`src/rtl/serial_addsub_ctrl.sv`:
```
// serial_addsub_ctrl: bit-serial adder/subtractor built around one full_adder_1bit cell.
// Each operation takes WIDTH cycles in RUN, one bit per cycle, LSB first.
// Subtraction is A + ~B + 1: the B operand is inverted at capture and the carry is seeded with 1.
//
// Ports:
//   clk_i     rising-edge clock
//   rst_ni    asynchronous active-low reset
//   start_i   operation request, sampled only in IDLE
//   sub_i     0 = add (A+B), 1 = subtract (A-B), captured with start_i
//   a_i, b_i  WIDTH-bit operands, captured with start_i
//   busy_o    high while the operation runs
//   done_o    one-cycle completion pulse
//   result_o  sum/difference mod 2^WIDTH, held until the next operation completes
//   cout_o    add: carry out; sub: borrow (unsigned a < b)
//   ovf_o     two's-complement signed overflow

// 1-bit full adder cell shared across all bit positions.
module full_adder_1bit (
    input  logic a_i,
    input  logic b_i,
    input  logic ci_i,
    output logic s_o,
    output logic co_o
);
    assign s_o  = a_i ^ b_i ^ ci_i;
    assign co_o = (a_i & b_i) | (ci_i & (a_i ^ b_i));
endmodule

module serial_addsub_ctrl #(
    parameter int unsigned WIDTH = 4,
    parameter int unsigned CNT_W = (WIDTH > 2) ? $clog2(WIDTH) : 1
) (
    input  logic             clk_i,
    input  logic             rst_ni,
    input  logic             start_i,
    input  logic             sub_i,
    input  logic [WIDTH-1:0] a_i,
    input  logic [WIDTH-1:0] b_i,
    output logic             busy_o,
    output logic             done_o,
    output logic [WIDTH-1:0] result_o,
    output logic             cout_o,
    output logic             ovf_o
);
    typedef enum logic [1:0] {StIdle, StRun, StDone} state_e;

    state_e             state_q, state_d;
    logic [WIDTH-1:0]   shift_a_q, shift_a_d;
    logic [WIDTH-1:0]   shift_b_q, shift_b_d;
    logic [WIDTH-1:0]   acc_q, acc_d;
    logic [WIDTH-1:0]   result_q, result_d;
    logic [CNT_W-1:0]   cnt_q, cnt_d;
    logic               carry_q, carry_d;
    logic               op_sub_q, op_sub_d;
    logic               cout_q, cout_d;
    logic               ovf_q, ovf_d;

    logic               fa_s, fa_co;

    full_adder_1bit u_fa (
        .a_i  (shift_a_q[0]),
        .b_i  (shift_b_q[0]),
        .ci_i (carry_q),
        .s_o  (fa_s),
        .co_o (fa_co)
    );

    always_comb begin
        state_d   = state_q;
        shift_a_d = shift_a_q;
        shift_b_d = shift_b_q;
        acc_d     = acc_q;
        result_d  = result_q;
        cnt_d     = cnt_q;
        carry_d   = carry_q;
        op_sub_d  = op_sub_q;
        cout_d    = cout_q;
        ovf_d     = ovf_q;
        busy_o    = 1'b0;
        done_o    = 1'b0;

        unique case (state_q)
            StIdle: begin
                if (start_i) begin
                    shift_a_d = a_i;
                    shift_b_d = sub_i ? ~b_i : b_i;
                    carry_d   = sub_i;
                    op_sub_d  = sub_i;
                    cnt_d     = '0;
                    acc_d     = '0;
                    state_d   = StRun;
                end
            end
            StRun: begin
                busy_o    = 1'b1;
                // Sum bits enter at the MSB so after WIDTH shifts bit 0 sits at the LSB.
                acc_d     = {fa_s, acc_q[WIDTH-1:1]};
                shift_a_d = {1'b0, shift_a_q[WIDTH-1:1]};
                shift_b_d = {1'b0, shift_b_q[WIDTH-1:1]};
                carry_d   = fa_co;
                cnt_d     = cnt_q + CNT_W'(1);
                if (cnt_q == CNT_W'(WIDTH - 1)) begin
                    // Visible outputs change only here; the accumulator hides the shifting.
                    result_d = {fa_s, acc_q[WIDTH-1:1]};
                    ovf_d    = carry_q ^ fa_co;
                    cout_d   = fa_co ^ op_sub_q;
                    state_d  = StDone;
                end
            end
            StDone: begin
                done_o  = 1'b1;
                state_d = StIdle;
            end
            default: state_d = StIdle;
        endcase
    end

    always_ff @(posedge clk_i or negedge rst_ni) begin
        if (!rst_ni) begin
            state_q   <= StIdle;
            shift_a_q <= '0;
            shift_b_q <= '0;
            acc_q     <= '0;
            result_q  <= '0;
            cnt_q     <= '0;
            carry_q   <= 1'b0;
            op_sub_q  <= 1'b0;
            cout_q    <= 1'b0;
            ovf_q     <= 1'b0;
        end else begin
            state_q   <= state_d;
            shift_a_q <= shift_a_d;
            shift_b_q <= shift_b_d;
            acc_q     <= acc_d;
            result_q  <= result_d;
            cnt_q     <= cnt_d;
            carry_q   <= carry_d;
            op_sub_q  <= op_sub_d;
            cout_q    <= cout_d;
            ovf_q     <= ovf_d;
        end
    end

    assign result_o = result_q;
    assign cout_o   = cout_q;
    assign ovf_o    = ovf_q;
endmodule

```
`config.mk`:
```
export PLATFORM = sky130hd
export DESIGN_NAME = serial_addsub_ctrl
export DESIGN_NICKNAME = d
export VERILOG_FILES = /design/src/rtl/serial_addsub_ctrl.sv
export SDC_FILE = /design/constraint.sdc
export NUM_CORES = 1
export LEC_CHECK = 0
export BUFFER_PORTS_ARGS = -buffer_cell sky130_fd_sc_hd__buf_4
export CORE_ASPECT_RATIO = 1.2
export CORE_MARGIN = 3
export CORE_UTILIZATION = 48
export CTS_CLUSTER_SIZE = 30
export DETAILED_ROUTE_END_ITERATION = 10
export GPL_ROUTABILITY_DRIVEN = 0
export PLACE_DENSITY = 0.83
export SLEW_MARGIN = 5
export SYNTH_ARGS = -nofsm -noshare
export SYNTH_HDL_FRONTEND = slang
export SYNTH_SLANG_ARGS = --single-unit
```
`constraint.sdc`:
```
create_clock -name clk_i -period 1.4 [get_ports clk_i]
set_clock_uncertainty 0.2 [all_clocks]
set_input_delay 0.14 -clock clk_i [delete_from_list [all_inputs] [get_ports clk_i]]
set_output_delay 0.14 -clock clk_i [all_outputs]
set_load 0.005 [all_outputs]
```
Word level (Yosys, flattened, before mapping)
Cells that the tools add are included.
{ "totals": {"inputBits": 12, "elab_cells": 46, "reg_bits": 24} }
{ "classes": {"eq_ne": 5, "muxes": 16, "n_addsub": 1, "n_bitwise": 8, "reduce_logical": 6} }
{ "ops": {"columns": ["cell", "n"], "rows": [
  ["$pmux W4 S2", 3],
  ["$mux W4", 4],
  ["$pmux W2 S2", 2],
  ["$reduce_and A2 Y1", 4],
  ["$mux W2", 3],
  ["$eq A2 B2 Y1 const B", 2],
  ["$ne A2 B2 Y1 const B", 2],
  ["$not A4 Y4", 1],
  ["$xor A1 B1 Y1", 4],
  ["$mux W1", 3],
  ["$add A2 B1 Y2 const B", 1],
  ["$and A1 B1 Y1", 2],
  ["$eq A2 B1 Y1 const B", 1],
  ["$logic_not A2 Y1", 1],
  ["$pmux W1 S2", 1],
  ["$reduce_bool A2 Y1", 1],
  ["$or A1 B1 Y1", 1]
]} }

Logic depth before layout (Yosys ltp)
Gate-level depths: netlist (run 1).
{ "logic_depth": {"ltp_word": 4, "mapped_depth": 5, "ltp_nobuf": 4} }

Cells and area by module
From an unflattened synthesis (run 1), not the netlist that was laid out.
{ "unflattened": {"hier_cells": 92, "area_unflattened_um2": 1074.8} }
{ "modules_own_cells": {"columns": ["module", "cells_each", "area_per_inst_um2", "n_inst"], "rows": [
  ["serial_addsub_ctrl", 91, 1054.8, 1],
  ["full_adder_1bit", 1, 20.0, 1]
]} }

Least setup slack after synthesis (run 1)
OpenSTA, ideal clock, no wires.
{ "synth_path": {"path_kind": "reg-to-reg", "from": "register carry_q", "to": "register result_q[3] (netlist: result_o[3])", "synth_period_minus_slack_ps": 1465, "setup_slack_ps": -65, "path_buffers": 0, "arrival_time_ps": 1140, "stages_incl_launch_ff": 3, "path_cell_list": "dfrtp_1 > fa_1 > mux2_2"} }
{ "synth_between": {"elab_chain_len": 1} }
{ "synth_lines": {"columns": ["item", "line_no", "source"], "rows": [
  ["start, declared", "53", "logic carry_q, carry_d;"],
  ["start signal, assigned", "137", "carry_q <= carry_d;"],
  ["$xor A1 B1 Y1", "25", "assign s_o = a_i ^ b_i ^ ci_i;"],
  ["net fa_s", "58", "logic fa_s, fa_co;"],
  ["end signal, assigned", "135", "result_q <= result_d;"],
  ["end, declared", "51", "logic [WIDTH-1:0] result_q, result_d;"]
]} }
The timed path passes the listed nets, and every way through them passes these cells.
A chain may end at the register's enable or synchronous reset.

Final worst setup path (run 1)
Same ends and word-level chain as after synthesis.

==> run_results.csv, run 1 <==
group,metric,value,unit
route,wl_per_cell,14.6,um
min_path,hold_start,"a_i[1]",
die,initial_core_util,0.511,
critical_path,r2r_slack,-0.08,ns
critical_path,rr_endpoint,"result_o[3]$_DFFE_PN0P_",
route,num_vias,823,
final_layout,insertedDiodeCount,0,
min_path,hp-class,"in2reg",
yosys,netlist_area,1070,um2
yosys,avgSynthCellArea,11.9,um2
timing,setup_ws,-0.0800,ns
critical_path,cp.required,1.40,ns
global_route,grt_busiest_layer,"met2",
placed_design,place_ws,-0.0638,ns
global_route,grt_use_total,0.181,
yosys,ys_ff_latch,23,
timing,worstMarginPinSlew,0.293,ns
timing,fmax,0.676,GHz
die,rows,18,
clock_tree,cts_buffers,3,
global_route,grt_use_met2,0.312,
route,drc,0,
global_route,grt_pass1_wl,3.92,mm
timing,rsz0062_at_grt,"yes",
die,coreArea,2090,um2
global_route,grt_use_met3,0.0180,
clock_tree,cts.sinks,23,
final_layout,drive_gt1_frac,0.454,
job,maxCapViolCount,0,
global_route,use_met1,0.244,
timing,setup_violations,11,
route,vias_per_cell,5.14,
die,die_w,49.1,um
min_path,min_path_cells,4,
timing,finalCritPeriodShare,1.06,
critical_path,cp_max_fo,2,
final_layout,final_nets,145,
clock_tree,clkSlewWorstSetupHoldPaths,0.12,ns
power,leakagePower,0.754,nW
critical_path,r2r_cells,2,
placed_design,port_buffers,19,
status,outcome,"finished, violations left",
die,die_area,2840,um2
yosys,yosys_warnings,0,
yosys,syn_nets,104,
die,io-pin-count,20,
critical_path,path_class,"reg2reg",
critical_path,crit_path_start_kind,"flop",
clock_tree,htreeDepth,1,
final_layout,post-route-util,0.720,
die,die_y,57.7,um
timing,hold_violations,0,
critical_path,cp-end-kind,"flop",
power,p_per_area,2010,nW/um2
clock_tree,insertion_delay,0.31,ns
yosys,synth_seq_area_share,0.537,
route,drtPass1Iterations,4,
critical_path,arrival,1.48,ns
timing,hold_ws,0.0162,ns
yosys,syn-instance-count,90,
timing,setup_tns,-0.588,ns
timing,max_slew_margin,0.805,
global_route,grt_start_max_net_pins,24,
route,detail-route-antenna-nets,0,
status,violations,"negative setup slack",
clock_tree,ctsLongestPathBuffers,2,
route,dr.first_iter.drc_count,17,
clock_tree,cts_tree,"yes",
route,drt_wl_total,2.34,mm
global_route,grt-ovfl-total,0,
placed_design,post-dp-hpwl,1.52,mm
global_route,grt_pass1_vias,856,
timing,fin_crit,1.48,ns
final_layout,area_delta_synth_final,40.8,%
timing,slew_viol_final,0,
yosys,synth_cell_types,24,
global_route,antenna_found_initial,0,
min_path,holdPathEnd,"shift_a_q[1]$_DFFE_PN0P_",
critical_path,worstReg2RegStart,"carry_q$_DFFE_PN0P_",
power,vdd_drop_max,1270,uV
clock_tree,root_buffer,"clkbuf_4",
-- sequential cells by signal, indices dropped and copies added (netlist names) --
name and cells:
cout_o 1, shift_a_q 4, ovf_o 1, acc_q 3, cnt_q 2, op_sub_q 1
carry_q 1, state_q 2, result_o 4, shift_b_q 4
-- power breakdown --
group / internal (W) / total [W] / switching (W)
Combinational: 0.000949 / 0.00159 / 0.000637
Clock: 0.000111 / 0.000303 / 0.000192
Sequential: 0.000945 / 0.00115 / 0.000204
Total: 0.00200 / 0.00304 / 0.00103
-- kinds of logic after synthesis --
family | synth area share
flip-flops | 0.537
AND/OR/NAND/NOR | 0.118
multiplexers | 0.0631
buffers and inverters | 0.0596
adder cells (fa/ha/maj) | 0.0304
AO/OA/AOI/OAI | 0.143
XOR/XNOR | 0.0491
-- metal layers --
metal  part of all wire  routed length (um)
met3              0.049                 114
met2               0.51                1200
met5                  0                   0
met1               0.43                1000
met4             0.0073                  17
-- worst max-delay path by stage --
| stage | start | to | cells past startpoint |
|---|---|---|---|
| floorplan | shift_a_q[0]$_DFFE_PN0P_ | result_o[3]$_DFFE_PN0P_ | 2 |
| global placement | shift_a_q[0]$_DFFE_PN0P_ | result_o[3]$_DFFE_PN0P_ | 2 |
| detailed placement | shift_a_q[0]$_DFFE_PN0P_ | result_o[3]$_DFFE_PN0P_ | 2 |
| CTS | state_q[1]$_DFFE_PN0P_ | done_o | 3 |
| global route | state_q[1]$_DFFE_PN0P_ | shift_b_q[2]$_DFFE_PN0P_ | 5 |
| finish | carry_q$_DFFE_PN0P_ | result_o[3]$_DFFE_PN0P_ | 2 |
-- layout by cell type, fill, tap and decap left out, types with 3 or more instances in the layout --
| master | netlist | final |
|---|---|---|
| o21ai_1 | 0 | 6 |
| xor2_1 | 4 | 4 |
| and3b_1 | 3 | 3 |
| mux2_2 | 6 | 4 |
| a21oi_1 | 4 | 4 |
| buf_4 | 0 | 30 |
| dfrtp_1 | 23 | 22 |
| o21ai_0 | 9 | 3 |
| buf_6 | 3 | 7 |
| inv_1 | 4 | 4 |
| nor2b_1 | 4 | 3 |
| clkbuf_4 | 0 | 3 |
| nand2_1 | 8 | 6 |
| dlygate4sd3_1 | 0 | 5 |
| a22o_1 | 4 | 4 |
-- Yosys cell counts (all sizes together) --
cell type / count / share of area
and3b: 3 / 0.025
fa: 1 / 0.019
a22o: 4 / 0.033
ha: 1 / 0.012
o21bai: 1 / 0.0070
a221o: 1 / 0.0093
nand2: 8 / 0.028
a22oi: 2 / 0.014
o21ai: 9 / 0.042
xnor2: 2 / 0.016
inv: 4 / 0.014
mux2: 6 / 0.063
nor2b: 5 / 0.036
nor2: 2 / 0.0070
buf: 5 / 0.041
a21oi: 4 / 0.019
clkbuf: 1 / 0.0047
dfrtp: 23 / 0.54
a222oi: 2 / 0.019
nor3b: 1 / 0.012
xor2: 4 / 0.033
nand3b: 1 / 0.011
-- critical path, cell delays in order (launching register included) --
cell and delay, ns:
dfrtp_1 0.43, fa_2 0.48, mux2_2 0.27
-- repair_timing --
item                                   in CTS  in global routing
setup buffers                               6                  1
setup endpoints to repair                  15                 19
gates cloned                                0                  0
pin swaps                                   6                  3
endpoints found under the hold margin      28                  0
hold buffers                                5                  0
resized for setup                          13                 13
-- per-stage QoR --
stage / instances / cell area, um2 / total power [W]
after floorplan: 90 / 1080 / 0.00191
after global placement: 144 / 1300 / 0.00230
after detailed placement: 144 / 1300 / 0.00236
after CTS: 159 / 1460 / 0.00290
after global routing: 160 / 1510 / 0.00324
final: 160 / 1510 / 0.00304
-- final cells by class --
| cell class | instances | area [um2] |
|---|---|---|
| Timing Repair Buffer | 42 | 354 |
| Sequential cell | 23 | 577 |
| Tap cell | 30 | 37.5 |
| Inverter | 4 | 15.0 |
| Clock buffer | 4 | 26.3 |
| Fill cell | 141 | 587 |
| Multi-Input combinational cell | 57 | 498 |
No activity file was read; power rests on OpenSTA's default activity.
==> run 2, diff against run 1 <==
--- a/config.mk
+++ b/config.mk
@@ -5,9 +5,10 @@
 export SDC_FILE = /design/constraint.sdc
 export NUM_CORES = 1
 export LEC_CHECK = 0
+export ABC_AREA = 1
 export BUFFER_PORTS_ARGS = -buffer_cell sky130_fd_sc_hd__buf_4
 export CORE_ASPECT_RATIO = 1.2
-export CORE_MARGIN = 3
+export CORE_MARGIN = 8
 export CORE_UTILIZATION = 48
 export CTS_CLUSTER_SIZE = 30
 export DETAILED_ROUTE_END_ITERATION = 10
==> run 2 against run 1 <==
Against the previous run:
- combinational power is 3% lower
- largest power group unchanged
- the run still ends with negative setup slack left
- final cell count rose by 28%
- register-to-register slack better by 0.05 ns
- sequential share of layout area decreased by 0.85 points
==> run_results.csv, run 2 <==
group,metric,value,unit
global_route,grt_busiest_layer,"met2",
final_layout,insertedDiodeCount,0,
global_route,grt_use_met2,0.247,
placed_design,port_buffers,19,
global_route,antenna_found_initial,0,
power,p_seq_frac,0.393,
die,die_area,4020,um2
critical_path,worst-path-buf-inv,2,
final_layout,post-route-util,0.699,
yosys,yosys-top-cells-area,"dfrtp_1, nand2_1, o21ai_0, nand3_1, inv_1",
timing,setup_ws,-0.0285,ns
power,leakagePower,0.846,nW
final_layout,area_delta_synth_final,43.4,%
route,drc,0,
timing,fin_crit,1.43,ns
power,clkPwrFrac,0.101,
yosys,syn-instance-count,130,
yosys,yosys_warnings,0,
final_layout,final_cell_mix,"nand2_1, buf_4, dfrtp_1, dlygate4sd3_1, inv_1",
clock_tree,htreeDepth,1,
route,num_vias,1007,
die,rows,19,
final_layout,final_common_cell,"nand2_1",
yosys,synth_common_cells,"nand2_1, dfrtp_1, inv_1, o21ai_0, nand3_1",
critical_path,critPathSlowestCell,"dfrtp_2",
timing,rsz0062_at_grt,"yes",
clock_tree,root_buffer,"clkbuf_4",
power,p_int,0.00180,W
global_route,grt_pass1_vias,980,
power,vdd_drop_max,1340,uV
timing,worstMarginPinSlew,0.293,ns
global_route,grt-ovfl-total,0,
clock_tree,clkSlewWorstSetupHoldPaths,0.13,ns
yosys,netlist_area,1080,um2
global_route,grt_start_max_net_pins,24,
critical_path,cp_max_fo,8,
min_path,hp-class,"in2async",
final_layout,fillers,169,
route,drt_wl_total,2.75,mm
route,drtPass1Iterations,5,
die,initial_core_util,0.487,
yosys,synth.largest_area_cell,"dfrtp_1",
clock_tree,cts.sinks,23,
yosys,synthMostInstantiatedCell,"nand2_1",
yosys,synthArstFlopShare,1.00,
yosys,synth_compound_gate_area_share,0.0569,
yosys,syn_nets,144,
clock_tree,cts_tree,"yes",
timing,setup_tns,-0.153,ns
critical_path,arrival,1.47,ns
job,maxCapViolCount,0,
route,detail-route-antenna-nets,0,
placed_design,post-dp-hpwl,1.67,mm
yosys,synth-simple-area-share,0.298,
final_layout,drive_gt1_frac,0.328,
yosys,synth_top_area_share,0.534,
critical_path,critPathTopFamily,"flip-flops",
critical_path,crit_path_start_kind,"flop",
timing,max_slew_margin,0.804,
critical_path,path_class,"reg2reg",
power,combPwrFrac,0.506,
yosys,synthMuxAreaShare,0,
yosys,synth_seq_area_share,0.534,
global_route,grt_use_met3,0.0357,
route,wl_per_cell,13.4,um
timing,hold_violations,0,
global_route,grt_use_total,0.136,
route,vias_per_cell,4.91,
timing,fmax,0.700,GHz
timing,setup_violations,9,
final_layout,final_nets,189,
power,p_per_area,1970,nW/um2
global_route,use_met1,0.142,
global_route,grt_pass1_wl,4.14,mm
clock_tree,insertion_delay,0.30,ns
yosys,synth_fa_ha_area_frac,0.0302,
yosys,synth_edf_count,0,
power,sw_frac_of_total,0.408,
critical_path,cp-end-kind,"flop",
yosys,synth_cell_types,15,
die,coreArea,2210,um2
power,switching_power,0.00124,W
timing,slew_viol_final,0,
yosys,synth-xor-area-share,0.0163,
yosys,avgSynthCellArea,8.29,um2
timing,hold_ws,0.0512,ns
status,violations,"negative setup slack",
final_layout,regArea,578,um2
critical_path,cp.required,1.44,ns
yosys,synth-main-ff-cell,"dfrtp_1",
critical_path,slowest_delay,0.48,ns
die,io-pin-count,20,
critical_path,crit_top_cell,"buf_6",
clock_tree,ctsLongestPathBuffers,2,
critical_path,worstReg2RegStart,"state_q[0]$_DFFE_PN0P_",
yosys,synth_top_family_by_area,"simple AND/OR/NAND/NOR gates",
status,outcome,"finished, violations left",
clock_tree,cts_buffers,3,
timing,finalCritPeriodShare,1.02,
yosys,ys_ff_latch,23,
critical_path,cp-startpoint,"state_q[0]$_DFFE_PN0P_",
route,dr.first_iter.drc_count,39,
die,die_y,67.9,um
critical_path,crit_chain,"buf_6 > o21ai_4 > buf_6 > nand2_1 > o21ai_1",
die,die_w,59.2,um
final_layout,multi_input_area,493,um2
-- run 2: cell types whose count changed after synthesis, sizes merged, moves of 3 or more --
cell / delta
nor2b: -5
a21oi: -4
a22o: -4
nand3: +8
mux2: -6
buf: -3
and3b: -3
nand2: +59
inv: +7
-- run 2: kinds of logic after synthesis --
group / count (synthesis)
AND/OR/NAND/NOR: 79
XOR/XNOR: 2
adder cells (fa/ha/maj): 2
AO/OA/AOI/OAI: 10
buffers and inverters: 14
flip-flops: 23
-- run 2: power groups by stage --
stage               registers [W]  logic (W)  clock network (W)
floorplan                 0.00111   0.000748                  0
global placement          0.00115    0.00107                  0
detailed placement        0.00117    0.00112                  0
CTS                       0.00115    0.00131           0.000306
finish                    0.00119    0.00154           0.000307
global route              0.00122    0.00171           0.000332
-- run 2: final timing paths --
check                      slack (ns)                  endpoint  cells past startpoint
min in group clk_i               0.29   result_o[0]$_DFFE_PN0P_                      2
max in group asynchronous        0.71    state_q[1]$_DFFE_PN0P_                      2
hold / removal                   0.05        cout_o$_DFFE_PN0P_                      2
setup reg to reg                -0.03  shift_b_q[3]$_DFFE_PN0P_                      5
setup / recovery                -0.03  shift_b_q[3]$_DFFE_PN0P_                      5
hold reg to reg                  0.29   result_o[0]$_DFFE_PN0P_                      2
-- run 2: cell type report --
type	instances	area share
sequential	23	0.374
multi-input combinational	93	0.319
timing repair buffer	42	0.232
inverter	12	0.0324
tap	31	0.0251
clock buffer	3	0.0146
clock inverter	1	0.00324
-- run 2: metal layers --
layer | vias to the layer above | routed length (um)
met1 | 477 | 1110
met4 | 0 | 40
li1 | 489 | -
met5 | - | 0
met3 | 4 | 185
met2 | 37 | 1410
-- run 2: metrics by stage --
step	setup slack, ns	cells	cell area (um2)	power (W)
after detailed placement	-0.0569	183	1280	0.00230
after CTS	-0.0175	203	1460	0.00276
final	-0.0285	205	1550	0.00304
after floorplan	-0.00123	130	1080	0.00186
after global routing	-0.0838	205	1550	0.00326
after global placement	0.00960	183	1280	0.00223
-- run 2: what timing repair did --
| item | 4_1_cts | 5_1_grt |
|---|---|---|
| setup endpoints to repair | 6 | 19 |
| endpoints found under the hold margin | 35 | 0 |
| pin swaps | 8 | 8 |
| gates resized for setup | 7 | 22 |
| hold buffers | 11 | 0 |
| buffers inserted | 5 | 2 |
